## src/rtl/aes_512_pkg.sv

```systemverilog
// Shared definitions for the 512-bit four-lane AES datapath.
package aes_512_pkg;

    localparam int DATA_W       = 512;
    localparam int KEY_W        = 128;
    localparam int AES_PIPE_LAT = 16;

    typedef enum logic [1:0] {
        IDLE  = 2'd0,
        PKT   = 2'd1,
        DRAIN = 2'd2
    } ingress_state_t;

endpackage

```

## src/rtl/aes_credit_counter.sv

```systemverilog
// Saturating up/down credit counter with a sticky overflow flag.
// Reset value is MAX (all credits free). An increment at MAX is dropped
// and flags overflow; a decrement at zero is dropped.
module aes_credit_counter #(
    parameter int MAX = 32,
    parameter int W   = $clog2(MAX + 1)
) (
    input  logic         clk,
    input  logic         rst,
    input  logic         inc,
    input  logic         dec,
    output logic [W-1:0] count,
    output logic         ovf
);

    localparam logic [W-1:0] MAX_V = W'(MAX);
    localparam logic [W-1:0] ONE_V = W'(1);

    logic [W-1:0] count_q;
    logic [W-1:0] count_d;
    logic         ovf_q;
    logic         ovf_d;
    logic         inc_ok_s;
    logic         dec_ok_s;

    // Next count: apply legal increment/decrement, latch overflow on a dropped increment.
    always_comb begin
        count_d  = count_q;
        ovf_d    = ovf_q;
        inc_ok_s = inc && (count_q != MAX_V);
        dec_ok_s = dec && (count_q != {W{1'b0}});
        if (inc && (count_q == MAX_V)) begin
            ovf_d = 1'b1;
        end else begin
            ovf_d = ovf_q;
        end
        case ({inc_ok_s, dec_ok_s})
            2'b10:   count_d = count_q + ONE_V;
            2'b01:   count_d = count_q - ONE_V;
            default: count_d = count_q;
        endcase
    end

    // Counter and overflow registers.
    always_ff @(posedge clk or posedge rst) begin
        if (rst) begin
            count_q <= MAX_V;
            ovf_q   <= 1'b0;
        end else begin
            count_q <= count_d;
            ovf_q   <= ovf_d;
        end
    end

    assign count = count_q;
    assign ovf   = ovf_q;

endmodule

```

## src/rtl/aes_512_ingress.sv

```systemverilog
// Ingress stage for the AES cipher pipeline: valid/ready to valid-only
// conversion, credit-based issue throttling and drained key changes.
module aes_512_ingress
    import aes_512_pkg::*;
#(
    parameter int PIPE_LAT = AES_PIPE_LAT,
    parameter int CREDITS  = 32,
    parameter int CW       = $clog2(CREDITS + 1)
) (
    input  logic              clk,
    input  logic              rst,
    input  logic [DATA_W-1:0] s_data,
    input  logic              s_valid,
    input  logic              s_last,
    output logic              s_ready,
    input  logic [KEY_W-1:0]  key_in,
    input  logic              key_load,
    output logic              key_busy,
    output logic [KEY_W-1:0]  key,
    output logic [DATA_W-1:0] data_in,
    output logic              data_in_valid,
    output logic              data_in_last,
    input  logic              credit_return,
    output logic [CW-1:0]     credits,
    output logic              err_credit,
    output logic              idle
);

    localparam int            SW    = $clog2(PIPE_LAT + 1);
    localparam logic [SW-1:0] LAT_V = SW'(PIPE_LAT);
    localparam logic [SW-1:0] ONE_S = SW'(1);

    ingress_state_t    state_q, state_d;
    logic [SW-1:0]     since_issue_q, since_issue_d;
    logic [KEY_W-1:0]  key_q, key_d;
    logic [KEY_W-1:0]  key_pend_q, key_pend_d;
    logic              key_busy_q, key_busy_d;
    logic [DATA_W-1:0] data_q, data_d;
    logic              valid_q, valid_d;
    logic              last_q, last_d;

    logic              accept_s;
    logic              pending_s;
    logic              drain_done_s;

    // Credits mirror free egress FIFO entries; an accepted beat consumes one.
    aes_credit_counter #(
        .MAX (CREDITS),
        .W   (CW)
    ) u_credits (
        .clk   (clk),
        .rst   (rst),
        .inc   (credit_return),
        .dec   (accept_s),
        .count (credits),
        .ovf   (err_credit)
    );

    // Ready depends only on registered state so it never waits on s_valid.
    assign s_ready      = (credits != {CW{1'b0}}) && (state_q != DRAIN) &&
                          !((state_q == IDLE) && key_busy_q);
    assign accept_s     = s_valid && s_ready;
    assign pending_s    = key_busy_q || key_load;
    assign drain_done_s = (state_q == DRAIN) && (since_issue_q == LAT_V);

    // Next-state, beat capture, pipeline-empty tracking and key handoff.
    always_comb begin
        state_d       = state_q;
        since_issue_d = since_issue_q;
        key_d         = key_q;
        key_pend_d    = key_pend_q;
        key_busy_d    = key_busy_q;
        data_d        = data_q;
        valid_d       = 1'b0;
        last_d        = last_q;

        if (accept_s) begin
            data_d        = s_data;
            last_d        = s_last;
            valid_d       = 1'b1;
            since_issue_d = {SW{1'b0}};
        end else if (since_issue_q != LAT_V) begin
            since_issue_d = since_issue_q + ONE_S;
        end else begin
            since_issue_d = since_issue_q;
        end

        if (key_load) begin
            key_pend_d = key_in;
            key_busy_d = 1'b1;
        end else begin
            key_pend_d = key_pend_q;
        end

        case (state_q)
            IDLE: begin
                if (accept_s && !s_last) begin
                    state_d = PKT;
                end else if (pending_s) begin
                    state_d = DRAIN;
                end else begin
                    state_d = IDLE;
                end
            end
            PKT: begin
                if (accept_s && s_last) begin
                    state_d = pending_s ? DRAIN : IDLE;
                end else begin
                    state_d = PKT;
                end
            end
            DRAIN: begin
                if (drain_done_s) begin
                    // A key arriving on the exit cycle is newer than key_pend.
                    state_d    = IDLE;
                    key_d      = key_load ? key_in : key_pend_q;
                    key_busy_d = 1'b0;
                end else begin
                    state_d = DRAIN;
                end
            end
            default: begin
                state_d = IDLE;
            end
        endcase
    end

    // State and datapath registers.
    always_ff @(posedge clk or posedge rst) begin
        if (rst) begin
            state_q       <= IDLE;
            since_issue_q <= LAT_V;
            key_q         <= {KEY_W{1'b0}};
            key_pend_q    <= {KEY_W{1'b0}};
            key_busy_q    <= 1'b0;
            data_q        <= {DATA_W{1'b0}};
            valid_q       <= 1'b0;
            last_q        <= 1'b0;
        end else begin
            state_q       <= state_d;
            since_issue_q <= since_issue_d;
            key_q         <= key_d;
            key_pend_q    <= key_pend_d;
            key_busy_q    <= key_busy_d;
            data_q        <= data_d;
            valid_q       <= valid_d;
            last_q        <= last_d;
        end
    end

    assign key           = key_q;
    assign key_busy      = key_busy_q;
    assign data_in       = data_q;
    assign data_in_valid = valid_q;
    assign data_in_last  = last_q;
    assign idle          = (state_q == IDLE) && !key_busy_q && (since_issue_q == LAT_V);

endmodule

```

## config.mk

```make
export PLATFORM = sky130hd
export DESIGN_NAME = aes_512_ingress
export DESIGN_NICKNAME = d
export VERILOG_FILES = /design/src/rtl/aes_512_pkg.sv /design/src/rtl/aes_credit_counter.sv /design/src/rtl/aes_512_ingress.sv
export SDC_FILE = /design/constraint.sdc
export NUM_CORES = 2
export LEC_CHECK = 0
export BUFFER_PORTS_ARGS = -buffer_cell sky130_fd_sc_hd__buf_2
export CORE_AREA = 2 2 503 505
export DETAILED_ROUTE_END_ITERATION = 8
export DIE_AREA = 0 0 505 507
export MAX_ROUTING_LAYER = met4
export SYNTH_ARGS = -nofsm -noshare
export SYNTH_HDL_FRONTEND = slang
export SYNTH_SLANG_ARGS = --single-unit
```

## constraint.sdc

```tcl
create_clock -name clk -period 38.3 [get_ports clk]
set_clock_uncertainty 0.2 [all_clocks]
set_input_delay 1.915 -clock clk [delete_from_list [all_inputs] [get_ports clk]]
set_output_delay 1.915 -clock clk [all_outputs]
set_load 0.01 [all_outputs]
```

# After elaboration in Yosys (flattened, before gate mapping)

Index checks and enable logic that the tools add are counted.

Divide/modulo/power cells: 0
Magnitude comparators: 0
Bitwise gates (word level): 0
Muxes and demuxes: 13
Reduce and logical (&&, ||, !) cells: 21
Equal/unequal tests: 9
Multiply operators: 0
Shift-type cells: 0
Add/subtract/negate cells: 3

Operators with widths:

| operator                                            | number |
|---|---|
| 2-to-1 mux 128 bit                                  | 1 |
| logical AND 1 bit                                   | 12 |
| case mux 6 bit (2 select lines)                     | 1 |
| 2-to-1 mux 5 bit                                    | 2 |
| 2-to-1 mux 2 bit                                    | 4 |
| adder 6 x 1 -> 6 bit, second input constant         | 1 |
| equality test 6 bit, second input constant          | 1 |
| != test 6 bit, second input constant                | 1 |
| case mux 2 bit (3 select lines)                     | 1 |
| nonzero test 6 bit                                  | 1 |
| subtractor 6 x 1 -> 6 bit, second input constant    | 1 |
| adder 5 x 1 -> 5 bit, second input constant         | 1 |
| equality test 5 bit, second input constant          | 1 |
| != test 5 bit, second input constant                | 1 |
| equality test 2 x 1 -> 1 bit, second input constant | 2 |
| equality test 2 bit, second input constant          | 2 |
| 2-to-1 mux 1 bit                                    | 4 |
| nonzero test 2 bit                                  | 2 |
| zero test 1 bit                                     | 3 |
| zero test 2 bit                                     | 1 |
| != test 2 bit, second input constant                | 1 |
| AND reduction 2 bit                                 | 1 |
| logical OR 1 bit                                    | 1 |

Memory bits (writable): 0
Bits of input ports: 646
Memories kept: 0
ROM bits: 0
Latch bits: 0
Register bits: 785

# Longest topological paths before layout

Depth after elaboration: 8
Mapped depth: 15
Mapped depth without buffers: 11

# Hierarchy

From an unflattened synthesis, not the netlist that was laid out.

Cell total of the unflattened synthesis: 1724
Area total of the unflattened synthesis: 29691.0 µm²

By module, submodules not included:

| module             | seq. area each (µm²) | cells an instance | instances | area an instance (µm²) |
|---|---|---|---|---|
| aes_512_ingress    | 19469.9              | 1668              | 1         | 29145.5 |
| aes_credit_counter | 176.4                | 56                | 1         | 545.5 |

# Least setup slack after synthesis

No wires, ideal clock.

Kind: input to register
Start: input port s_valid
End: register u_credits.count_q[4] (netlist: u_credits.count[4])
Setup slack: 34.377 ns
Stages on the path: 12
Arrival: 3.594 ns
Buffers on the path: 3
Cells stage by stage: nand2_4 inv_6 buf_6 buf_6 ha_1 clkbuf_1 xor2_1 ha_1 inv_1 a32oi_1 a31oi_1 xor2_1

Cells in the longest elaborated chain, start to end: 4
Elaborated cells on any way between the ends: 6

RTL lines:

| item                                                                         | line                     | text |
|---|---|---|
| start, declared                                                              | aes_512_ingress.sv:13    | `input logic s_valid,` |
| logical AND 1 bit (*)                                                        | aes_512_ingress.sv:62    | `assign accept_s = s_valid && s_ready;` |
| logical AND 1 bit (*)                                                        | aes_credit_counter.sv:31 | `dec_ok_s = dec && (count_q != {W{1'b0}});` |
| equality test 2 x 1 -> 1 bit / equality test 2 bit (equally long branches)   | aes_credit_counter.sv:37 | `case ({inc_ok_s, dec_ok_s})` |
| case mux 6 bit (2 select lines) / nonzero test 2 bit (equally long branches) | -                        |  |
| end signal, assigned                                                         | aes_credit_counter.sv:50 | `count_q <= count_d;` |
| end, declared                                                                | aes_credit_counter.sv:19 | `logic [W-1:0] count_q;` |

Mark *: on every way between the ends. The rest lies on a longest branch, timed or not.
A chain may end at the register's enable or synchronous reset.

==> impl_metrics.toml <==
[status]
status = "finished, final reports clean"

[grt]
grt_max_degree = 147
grt-ovfl-total = 0
grt_pass1_vias = 21709
grt_first_pass_wirelength_mm = 228
antenna_found_initial = 266
grtUsageTotal = 0.140

[power_and_ir_drop]
irDropWorstVdd_mv = 0.0350
powerDensity_nw_per_um2 = 75.2
p_leak_nw = 22.3

[clock_network]
clkSinkCount = 785
worstSkewPairLatency_ns = 0.75
cts_tree = "done"
cts_made_buffers = 97
cts-root-buf = "clkbuf_16"
cts_setup_buffers = 0
clock_path_buffers = 3
ctsHoldBuffers = 0
cts_resized = 0
htreeDepth = 3
cts.clk_slew.worst_paths_ns = 0.06

[detailed_routing]
drc = 0
viasPerCell = 3.16
drt_iter0_drc = 1064
avgRoutedWirePerCell_um = 27.0
drt_wl_total_mm = 180
drt-pass1-iter-count = 5
ant_nets = 0
vias = 21007

[die]
start_util = 0.128
core_um2 = 250000
die_width_um = 505
ios = 1298
die_area_um2 = 256000
num_rows = 184
die_h_um = 507

[sta]
worstMarginPinSlew_ns = 1.11
relSlewSlack = 0.263
grt_setup_unrepaired = "no"
layout_min_cycle_time_ns = 5.37
finalMaxSlewViolations = 0
setup_viol = 0
max_clock_freq_mhz = 186
post-route-period-util = 0.140
setup_tns_ns = 0
final-hold-violation-count = 0

[finish]
drive_above_1_share = 0.723
nets = 3697
final_common_cell = "buf_2"
fin_cells = 6646
seq_area_um2 = 19600
post-route-util = 0.182
fillCellCount = 27310
final_cell_mix = "buf_2 (1296), dfrtp_1 (783), mux2_4 (505)"
finalInstanceArea_um2 = 45500
multi_input_area_um2 = 11000
syn_to_final_growth_pct = 42.1

[yosys]
synth_nets = 2369
yosysSeqAreaShare = 0.614
ys_ff_latch = 785
syn_inst = 1718
synth.avg_cell_area_um2 = 18.6
ys_warn_count = 0
synth_area_um2 = 32000
yosysUniqueCellTypes = 42

[place]
port_buffers = 1297
dp.cells = 6295
gp_congestion = 0.956
dp_hpwl_mm = 153
dpl_cell_area_um2 = 41600

[setup_path]
required_ns = 38.83
start_kind = "input port"
worst-setup-path-type = "in2async"
critPathArrivalTime_ns = 5.90
cp-end-kind = "asynchronous set/reset pin"
critPathMaxFanout = 101

[run]
maxCapViolCount = 0

[min_path]
min_path_type = "reg2reg"
through the flow:
stage	hold slack [ns]	worst slack [ns]	power (mW)
final	0.264	32.93	3.42
after global routing	0.287	32.34	3.59
after CTS	0.269	32.85	3.49
after detailed placement	0.254	32.03	2.47
after global placement	0.253	32.19	2.45
after floorplan	0.268	14.15	1.85
cell usage after synthesis:
| cell | number | area, µm² |
|---|---|---|
| nor4b_1 | 2 | 17.5 |
| o31ai_1 | 2 | 15.0 |
| a31o_2 | 1 | 8.76 |
| dfrtp_1 | 783 | 19600 |
| a21o_1 | 1 | 7.51 |
| or4bb_1 | 1 | 11.3 |
| nand3_1 | 5 | 25.0 |
| buf_1 | 1 | 3.75 |
| ha_1 | 5 | 62.6 |
| o21ai_0 | 1 | 5.00 |
| mux2_2 | 265 | 2980 |
| nand2b_1 | 1 | 6.26 |
| a21oi_1 | 2 | 10.0 |
| nand4_1 | 1 | 6.26 |
| nor3_1 | 1 | 5.00 |
| clkbuf_1 | 20 | 75.1 |
| xor2_1 | 8 | 70.1 |
| nand3b_1 | 2 | 15.0 |
| a31oi_1 | 2 | 12.5 |
| inv_1 | 7 | 26.3 |
| a211oi_1 | 1 | 7.51 |
| nand2_4 | 1 | 11.3 |
| or4_4 | 1 | 11.3 |
| nor2b_1 | 1 | 6.26 |
| o31a_4 | 1 | 17.5 |
| buf_6 | 3 | 33.8 |
| mux2_4 | 505 | 7580 |
| and3_1 | 1 | 6.26 |
| mux2i_1 | 2 | 20.0 |
| a32oi_1 | 1 | 8.76 |
| buf_12 | 55 | 1100 |
| inv_6 | 1 | 8.76 |
| nor3b_1 | 1 | 7.51 |
| nor2_1 | 10 | 37.5 |
| o21bai_1 | 1 | 7.51 |
| buf_4 | 1 | 7.51 |
| nand4b_1 | 1 | 8.76 |
| nand2_1 | 2 | 7.51 |
| xnor2_1 | 4 | 35.0 |
| dfstp_2 | 2 | 52.6 |
| buf_2 | 11 | 55.1 |
| nor4_1 | 1 | 6.26 |
final timing paths:
check                                   start            end  slack (ns)  cells past startpoint
worst max register to register     state_q[1]   data_in[101]       33.54                      8
max in group clk                      s_valid   data_in[101]       33.38                      7
min in group asynchronous                 rst   data_in[151]        1.08                      2
worst min register to register  u_credits.ovf  u_credits.ovf        0.26                      1
worst min-delay path            u_credits.ovf  u_credits.ovf        0.26                      1
worst max-delay path                      rst    data_in[10]       32.93                      6
registers in the layout, indices dropped and copies added, names as in the netlist:
register         count
data_in            512
key                128
key_pend_q         128
u_credits.count      6
since_issue_q        5
state_q              2
data_in_last         1
data_in_valid        1
key_busy             1
u_credits.ovf        1
per-layer routing:
| metal | global-route usage | vias up | routed length, µm |
|---|---|---|---|
| met3 | 0.108 | 248 | 32000 |
| met1 | 0.145 | 10483 | 65700 |
| met5 | - | - | 0 |
| met2 | 0.199 | 1242 | 75700 |
| li1 | - | 9034 | - |
| met4 | 0.0495 | 0 | 6140 |
cell families (layout without fill, tap and decap cells):
kind of cell	Yosys count	after routing	share of synthesized area
flip-flops	785	785	0.614
multiplexers	772	772	0.331
buffers and inverters	99	1508	0.0410
AND/OR/NAND/NOR	32	32	0.00590
AO/OA/AOI/OAI	13	13	0.00313
XOR/XNOR	12	12	0.00328
adder cells (fa/ha/maj)	5	5	0.00195
other	0	171	0
power breakdown:
group	internal [mW]	switching, mW	total, mW
registers	1.12	0.187	1.31
logic	0.552	0.568	1.12
clock network	0.589	0.400	0.990
final cells by class:
cell class,instances,share of cell area
Tap cell,3348,0.0921
Clock inverter,44,0.0143
Clock buffer,136,0.0610
Timing Repair Buffer,1320,0.147
Antenna cell,171,0.00941
Inverter,8,0.00140
Multi-Input combinational cell,834,0.243
Sequential cell,785,0.432
critical path, cell delays in order:
cell and delay, ns:
buf_2 0.14, inv_8 0.47, buf_4 0.76, buf_4 0.73
buf_4 0.72, buf_4 0.78
No activity file was read; power rests on OpenSTA's default activity.
